===== src/rtl/pc_fetch_sequencer_if.sv =====
// Instruction-memory fetch port of pc_fetch_sequencer.
// master: the sequencer (drives request and address)
// slave : the instruction memory (returns the acknowledge)
interface pc_fetch_sequencer_if;
    logic        FetchReq;
    logic [31:0] FetchAddr;
    logic        FetchAck;

    modport master (
        output FetchReq,
        output FetchAddr,
        input  FetchAck
    );

    modport slave (
        input  FetchReq,
        input  FetchAddr,
        output FetchAck
    );
endinterface


===== src/rtl/pc_fetch_sequencer.sv =====
// pc_fetch_sequencer
// Owns the program counter and issues word-aligned instruction fetches over a
// request/acknowledge port. Branch, jump and jump-register redirects are
// turned into fetch targets here. A redirect that arrives while a request is
// outstanding squashes that fetch and is held until its acknowledge returns.
//
// Build option: define PC_TRAP_EN to send a misaligned jump-register target to
// EXC_VECTOR and pulse Trap for one cycle. Without it the low two bits of
// JumpRegAddr are dropped and the Trap port does not exist.
//
// state  | meaning
// IDLE   | just out of reset; first request goes out on the next edge
// REQ    | request outstanding, FetchAddr held until FetchAck
// WAIT   | stalled, no request outstanding
// HALTED | fetching stopped, redirects ignored, left only through reset
module pc_fetch_sequencer #(
    parameter logic [31:0] RESET_PC   = 32'h0000_0000
`ifdef PC_TRAP_EN
    ,
    parameter logic [31:0] EXC_VECTOR = 32'h0000_0080
`endif
) (
    input  logic                 Clk,
    input  logic                 Rst,
    input  logic                 Stall,
    input  logic                 BranchTaken,
    input  logic [31:0]          BranchBase,
    input  logic [31:0]          BranchOffset,
    input  logic                 Jump,
    input  logic [25:0]          JumpIndex,
    input  logic                 JumpReg,
    input  logic [31:0]          JumpRegAddr,
    input  logic                 Halt,
    pc_fetch_sequencer_if.master fetchBus,
    output logic                 InstrValid,
    output logic [31:0]          PC,
    output logic [31:0]          PCPlus4,
    output logic                 Halted
`ifdef PC_TRAP_EN
    ,
    output logic                 Trap
`endif
);

    typedef enum logic [1:0] {
        IDLE   = 2'd0,
        REQ    = 2'd1,
        WAIT   = 2'd2,
        HALTED = 2'd3
    } seqState_t;

    seqState_t   state;
    seqState_t   stateNext;

    logic        fetchReq;
    logic [31:0] fetchAddr;
    logic [31:0] fetchAddrNext;
    logic [31:0] seqAddr;

    logic        heldValid;
    logic        heldValidNext;
    logic [31:0] heldTarget;
    logic [31:0] heldTargetNext;
    logic        squashed;
    logic        squashedNext;
    logic        haltPending;
    logic        haltPendingNext;

    logic        instrValidNext;
    logic [31:0] pcNext;
    logic [31:0] pcPlus4Next;

    logic        redirActive;
    logic        redirNow;
    logic [31:0] jrTarget;
    logic [31:0] redirTarget;
    logic        killNow;
    logic        haltNow;

`ifdef PC_TRAP_EN
    logic        trapHit;
`endif

    assign fetchBus.FetchReq  = fetchReq;
    assign fetchBus.FetchAddr = fetchAddr;

    // Redirects are only honoured while the sequencer is actively fetching.
    assign redirActive = (state == REQ) || (state == WAIT);
    assign redirNow    = redirActive && (JumpReg || Jump || BranchTaken);
    assign seqAddr     = fetchAddr + 32'd4;

`ifdef PC_TRAP_EN
    assign trapHit = redirNow && JumpReg && (JumpRegAddr[1:0] != 2'b00);
`endif

    // Redirect target selection; JumpReg beats Jump beats BranchTaken.
    always_comb begin
        jrTarget    = JumpRegAddr & 32'hFFFF_FFFC;
        redirTarget = BranchBase + (BranchOffset << 2);
`ifdef PC_TRAP_EN
        if (JumpRegAddr[1:0] != 2'b00) begin
            jrTarget = EXC_VECTOR;
        end
`endif
        if (JumpReg) begin
            redirTarget = jrTarget;
        end else if (Jump) begin
            redirTarget = {BranchBase[31:28], JumpIndex, 2'b00};
        end
    end

    // Next-state and next-value logic for the fetch sequencer.
    always_comb begin
        stateNext       = state;
        fetchAddrNext   = fetchAddr;
        heldValidNext   = heldValid;
        heldTargetNext  = heldTarget;
        squashedNext    = squashed;
        haltPendingNext = haltPending;
        instrValidNext  = 1'b0;
        pcNext          = PC;
        pcPlus4Next     = PCPlus4;
        killNow         = 1'b0;
        haltNow         = 1'b0;

        case (state)
            IDLE: begin
                stateNext = REQ;
            end

            REQ: begin
                // Anything that changes flow while the fetch is in flight
                // makes its returning instruction stale.
                killNow = squashed || redirNow || Halt;
                haltNow = haltPending || Halt;

                if (redirNow) begin
                    heldValidNext  = 1'b1;
                    heldTargetNext = redirTarget;
                end
                if (Halt) begin
                    haltPendingNext = 1'b1;
                end
                squashedNext = killNow;

                if (fetchBus.FetchAck) begin
                    instrValidNext = !killNow;
                    if (!killNow) begin
                        pcNext      = fetchAddr;
                        pcPlus4Next = seqAddr;
                    end

                    if (redirNow) begin
                        fetchAddrNext = redirTarget;
                    end else if (heldValid) begin
                        fetchAddrNext = heldTarget;
                    end else begin
                        fetchAddrNext = seqAddr;
                    end

                    heldValidNext   = 1'b0;
                    squashedNext    = 1'b0;
                    haltPendingNext = 1'b0;

                    if (haltNow) begin
                        stateNext = HALTED;
                    end else if (Stall) begin
                        stateNext = WAIT;
                    end else begin
                        stateNext = REQ;
                    end
                end
            end

            WAIT: begin
                // Nothing is in flight, so a redirect lands directly.
                if (redirNow) begin
                    fetchAddrNext = redirTarget;
                end
                if (Halt) begin
                    stateNext = HALTED;
                end else if (!Stall) begin
                    stateNext = REQ;
                end
            end

            HALTED: begin
                stateNext = HALTED;
            end

            default: begin
                stateNext = IDLE;
            end
        endcase
    end

    // State register.
    always_ff @(posedge Clk or negedge Rst) begin
        if (!Rst) begin
            state <= IDLE;
        end else begin
            state <= stateNext;
        end
    end

    // Address, held redirect and registered outputs.
    always_ff @(posedge Clk or negedge Rst) begin
        if (!Rst) begin
            fetchReq    <= 1'b0;
            fetchAddr   <= RESET_PC;
            heldValid   <= 1'b0;
            heldTarget  <= RESET_PC;
            squashed    <= 1'b0;
            haltPending <= 1'b0;
            InstrValid  <= 1'b0;
            PC          <= RESET_PC;
            PCPlus4     <= RESET_PC + 32'd4;
            Halted      <= 1'b0;
        end else begin
            fetchReq    <= (stateNext == REQ);
            fetchAddr   <= fetchAddrNext;
            heldValid   <= heldValidNext;
            heldTarget  <= heldTargetNext;
            squashed    <= squashedNext;
            haltPending <= haltPendingNext;
            InstrValid  <= instrValidNext;
            PC          <= pcNext;
            PCPlus4     <= pcPlus4Next;
            Halted      <= (stateNext == HALTED);
        end
    end

`ifdef PC_TRAP_EN
    // One-cycle trap pulse alongside the exception redirect.
    always_ff @(posedge Clk or negedge Rst) begin
        if (!Rst) begin
            Trap <= 1'b0;
        end else begin
            Trap <= trapHit;
        end
    end
`endif

endmodule


===== src/flat_wrapper.sv =====
// flat-port wrapper written by rule: the top's interface ports become plain ports
module pc_fetch_sequencer_flat 
#(
    parameter logic [31:0] RESET_PC   = 32'h0000_0000

)
  (Clk, Rst, Stall, BranchTaken, BranchBase, BranchOffset, Jump, JumpIndex, JumpReg, JumpRegAddr, Halt, InstrValid, PC, PCPlus4, Halted, fetchBus_FetchReq, fetchBus_FetchAddr, fetchBus_FetchAck);
  pc_fetch_sequencer_if fetchBus_i ();
  input  logic Clk;
  input  logic Rst;
  input  logic Stall;
  input  logic BranchTaken;
  input  logic [31:0] BranchBase;
  input  logic [31:0] BranchOffset;
  input  logic Jump;
  input  logic [25:0] JumpIndex;
  input  logic JumpReg;
  input  logic [31:0] JumpRegAddr;
  input  logic Halt;
  output logic InstrValid;
  output logic [31:0] PC;
  output logic [31:0] PCPlus4;
  output logic Halted;
  output wire logic [$bits(fetchBus_i.FetchReq)-1:0] fetchBus_FetchReq;
  output wire logic [$bits(fetchBus_i.FetchAddr)-1:0] fetchBus_FetchAddr;
  input wire logic [$bits(fetchBus_i.FetchAck)-1:0] fetchBus_FetchAck;
  assign fetchBus_FetchReq = fetchBus_i.FetchReq;
  assign fetchBus_FetchAddr = fetchBus_i.FetchAddr;
  assign fetchBus_i.FetchAck = fetchBus_FetchAck;
  pc_fetch_sequencer #(.RESET_PC(RESET_PC)) u_core (.Clk(Clk), .Rst(Rst), .Stall(Stall), .BranchTaken(BranchTaken), .BranchBase(BranchBase), .BranchOffset(BranchOffset), .Jump(Jump), .JumpIndex(JumpIndex), .JumpReg(JumpReg), .JumpRegAddr(JumpRegAddr), .Halt(Halt), .fetchBus(fetchBus_i), .InstrValid(InstrValid), .PC(PC), .PCPlus4(PCPlus4), .Halted(Halted));
endmodule

===== config.mk =====
export PLATFORM = sky130hd
export DESIGN_NAME = pc_fetch_sequencer_flat
export DESIGN_NICKNAME = d
export VERILOG_FILES = /design/src/rtl/pc_fetch_sequencer_if.sv /design/src/rtl/pc_fetch_sequencer.sv /design/src/flat_wrapper.sv
export SDC_FILE = /design/constraint.sdc
export NUM_CORES = 1
export LEC_CHECK = 0
export ABC_AREA = 1
export BUFFER_PORTS_ARGS = -buffer_cell sky130_fd_sc_hd__buf_2
export CORE_ASPECT_RATIO = 0.6
export CORE_MARGIN = 4
export CORE_UTILIZATION = 40
export CTS_BUF_LIST = sky130_fd_sc_hd__clkbuf_4 sky130_fd_sc_hd__clkbuf_8
export CTS_CLUSTER_DIAMETER = 80
export DETAILED_ROUTE_END_ITERATION = 8
export MAX_ROUTING_LAYER = met4
export PLACE_DENSITY_LB_ADDON = 0.12
export SYNTH_ARGS = -nofsm -noshare
export SYNTH_HDL_FRONTEND = slang
export SYNTH_SLANG_ARGS = --single-unit

===== constraint.sdc =====
create_clock -name Clk -period 3.5 [get_ports Clk]
set_input_delay 0 -clock Clk [delete_from_list [all_inputs] [get_ports Clk]]
set_output_delay 0 -clock Clk [all_outputs]
set_load 0.01 [all_outputs]

==> summary.md <==
| Metric | Value |
|---|---|
| Status | `finished clean` |
| Tmin final | `2.35 ns` |
| Vias | `9952` |
| CTS root buffer | `clkbuf_8` |
| Setup TNS | `0 ns` |
| Row count | `43` |
| P_leak | `0.00647 uW` |
| Worst slew pin tran | `0.895 ns` |
| Max-slew headroom | `0.403` |
| Synth cell types | `39` |
| Final ANT Viol Nets | `0` |
| Clock sinks | `134` |
| Post-Syn Area per Cell | `6.61 sq um` |
| First-pass GRT wire length | `51800 um` |
| Post-synth EDFFs | `0` |
| PD cells | `747 nW/um^2` |
| Main synth FF type | `dfrtp_1` |
| Crit path DAT | `2.74 ns` |
| Pin count of the biggest net entering global routing | `96` |
| Post-synth top area share | `0.353` |
| #FFs+latches synth | `134` |
| Area delta synth->final | `23.7%` |
| Critical Path RT | `3.89 ns` |
| Most used cell, CP | `nand2_1` |
| Top-count cell post-synth | `nand2_1` |
| PortBufs | `224` |
| Top area cells in the synthesized netlist | `dfrtp_1, nand2_1, inv_1, nand3_1, a21oi_1` |
| Htree depth | `4` |
| Slowest CP cell | `dfrtp_1` |
| DRC | `0` |
| Register area share after synthesis | `0.356` |
| Routed len/inst | `16.6 um` |
| Crit-path leading delay family | `simple AND/OR/NAND/NOR gates` |
| WP buf/inv | `2` |
| Worst setup EP type | `register` |
| Die area | `26200 sq um` |
| Clk pin slew, worst setup/hold paths | `0.09 ns` |
| Filler cells | `2430` |
| Worst-path fanout max | `7` |
| Vias in the first global route | `9485` |
| Final Max Slew Viols | `0` |
| # nets final | `1839` |
| CTS tree | `built` |
| Worst-Skew Late Latency | `0.45 ns` |
| Yosys top cell by area | `dfrtp_1` |
| Fin. Hold Viols | `0` |
| Fmax | `0.425 GHz` |
| Core area | `23100 sq um` |
| Grt ovf | `0` |
| Final Util | `0.504` |
| DRT iter0 DRCs | `776` |
| Commonest cells post-synth | `nand2_1, inv_1, dfrtp_1, nor2_1, nand3_1` |
| Tot GR Track Use | `0.260` |
| # Post-CTS Setup Buffers | `0` |
| Ports | `229` |
| Routability cong. | `0.970` |
| Initial core utilization | `0.408` |
| Tcrit/Tclk final | `0.673` |
| Synth async-reset ratio | `1.00` |
| IR drop worst, VDD | `0.417 mV` |
| Final Setup Violations | `0` |
| Cts bufs inserted | `17` |
| Tightest Hold Check Type | `in -> reg` |
| Share of layout cells above drive strength 1 | `0.179` |
| Post-synthesis net count | `1591` |
| Number of iterations in the first detailed-routing pass | `5` |
| Final WS setup | `1.15 ns` |
| Clock Skew | `0.0123 ns` |
| Max-cap viol count | `0` |
| Synth Cell Area | `9430 sq um` |
| RSZ-0062 raised after global routing | `false` |
| Bufs on Longest Clock Path | `2` |
| Chip height | `127 um` |
| Worst path max stage delay | `0.33 ns` |
| Yosys warning total | `0` |
| Pre-CTS WS | `1.18 ns` |
| Initial antenna violation count | `1` |
| Critical path class | `reg -> reg` |
| Post-Synthesis Cells | `1426` |
| Worst path cell trace | `buf_4, ha_1, nand3_2, inv_2, nand2_2, nor2_1, nand4_1, xor2_1, nand2_1, a21oi_1, nand2_1, nand2_1` |
| Vias/cell | `4.97` |
| Die X | `206 um` |
| Final HPWL DP | `26000 um` |
| Startpoint Class | `register` |
| Final WL | `33200 um` |
==> logic make-up after synthesis <==
family | Yosys count | synth area share
adders and majority gates | 35 | 0.0472
xor gates and xnor gates | 39 | 0.0362
and+or+nand+nor | 814 | 0.351
DFF | 134 | 0.356
buffers and inverters | 210 | 0.0938
AOI/OAI and AO/OA | 194 | 0.116
==> power by group <==
part	total [uW]	internal (uW)	switching, uW	leakage (uW)
registers	2860	2280	587	0.00168
logic	4360	1550	2810	0.00457
clock network	1490	832	660	0.000221
==> worst min-delay path, cell delays in order <==
cell	delay, ns
buf_2	0.10
nand2_1	0.06
nand2_1	0.06
nand2_1	0.07
nand2_1	0.06
nand2_1	0.04
nand2_1	0.05
==> metal layers <==
metal / global-route usage / up-vias / share of wire
li1: - / 4997 / -
met1: 0.409 / 4624 / 0.52
met2: 0.359 / 308 / 0.41
met3: 0.0378 / 23 / 0.065
met4: 0.0399 / 0 / 0.0091
met5: - / - / 0
==> layout make-up <==
class	instances	area [sq um]	area share
well taps	315	394	0.0338
flip-flops and latches	134	3350	0.287
diodes	1	2.50	0.000214
repair buffers	282	1690	0.144
inverters	157	589	0.0505
clock buffers	20	275	0.0236
clock inverters	12	175	0.0150
multi-input cells	1082	5190	0.445
==> through the flow <==
step | total power [uW] | area (sq um) | hold WS (ns) | instances
3_3_place_gp | 7160 | 10800 | 0.148 | 1926
4_1_cts | 8770 | 11700 | 0.000778 | 2002
3_5_place_dp | 7210 | 10800 | 0.148 | 1926
6_report | 8710 | 11700 | 0.0108 | 2003
2_1_floorplan | 5690 | 9430 | -0.296 | 1426
5_1_grt | 9480 | 11700 | 0.0421 | 2003
==> timing repair <==
action | in CTS | in global routing
endpoints found under the hold margin | 154 | 0
gates resized for setup | 0 | 0
hold buffers | 44 | 0
endpoints found under the setup margin | 0 | 0
==> worst paths after layout <==
path                                         startpoint                             to  slack, ns  cells past startpoint
max in group asynchronous                           Rst              u_core.PCPlus4[2]       2.34                      3
min in group asynchronous                           Rst           u_core.heldTarget[5]       0.19                      2
max reg2reg                u_core.fetchBus.FetchAddr[2]  u_core.fetchBus.FetchAddr[28]       1.15                     12
min reg2reg                           u_core.PCPlus4[5]              u_core.PCPlus4[5]       0.47                      2
min                                      BranchBase[30]          u_core.heldTarget[30]       0.01                      7
max                        u_core.fetchBus.FetchAddr[2]  u_core.fetchBus.FetchAddr[28]       1.15                     12
==> sequential cells by signal, indices dropped and copies added (netlist names) <==
signal,count
u_core.PCPlus4,32
u_core.fetchBus.FetchReq,1
u_core.Halted,1
u_core.heldValid,1
u_core.heldTarget,32
u_core.PC,30
u_core.InstrValid,1
u_core.state,2
u_core.squashed,1
u_core.fetchBus.FetchAddr,32
u_core.haltPending,1
==> layout by cell type (no fill, tap or decap), types with 2 or more instances in the layout <==
cell and instances:
buf_2 223, inv_2 4, ha_1 34, o21ai_2 11, bufinv_16 4, nor2_1 100
nand3_2 4, o21bai_1 3, nand3_1 92, a21oi_1 90, inv_1 150, a22oi_1 3
nor3_1 18, o21ai_0 41, dlygate4sd3_1 44, clkinv_2 3, nor2_4 2, clkinvlp_4 3
buf_4 13, o21a_1 11, clkbuf_8 20, dfrtp_1 133, clkinv_1 3, o211ai_1 7
nor2_2 3, nand2_4 2, o21ai_1 23, nand2_1 577, clkinv_4 2, nand4_1 10
xnor2_1 4, a31oi_1 3, xor2_1 35
(Power assumes the default switching activity.)
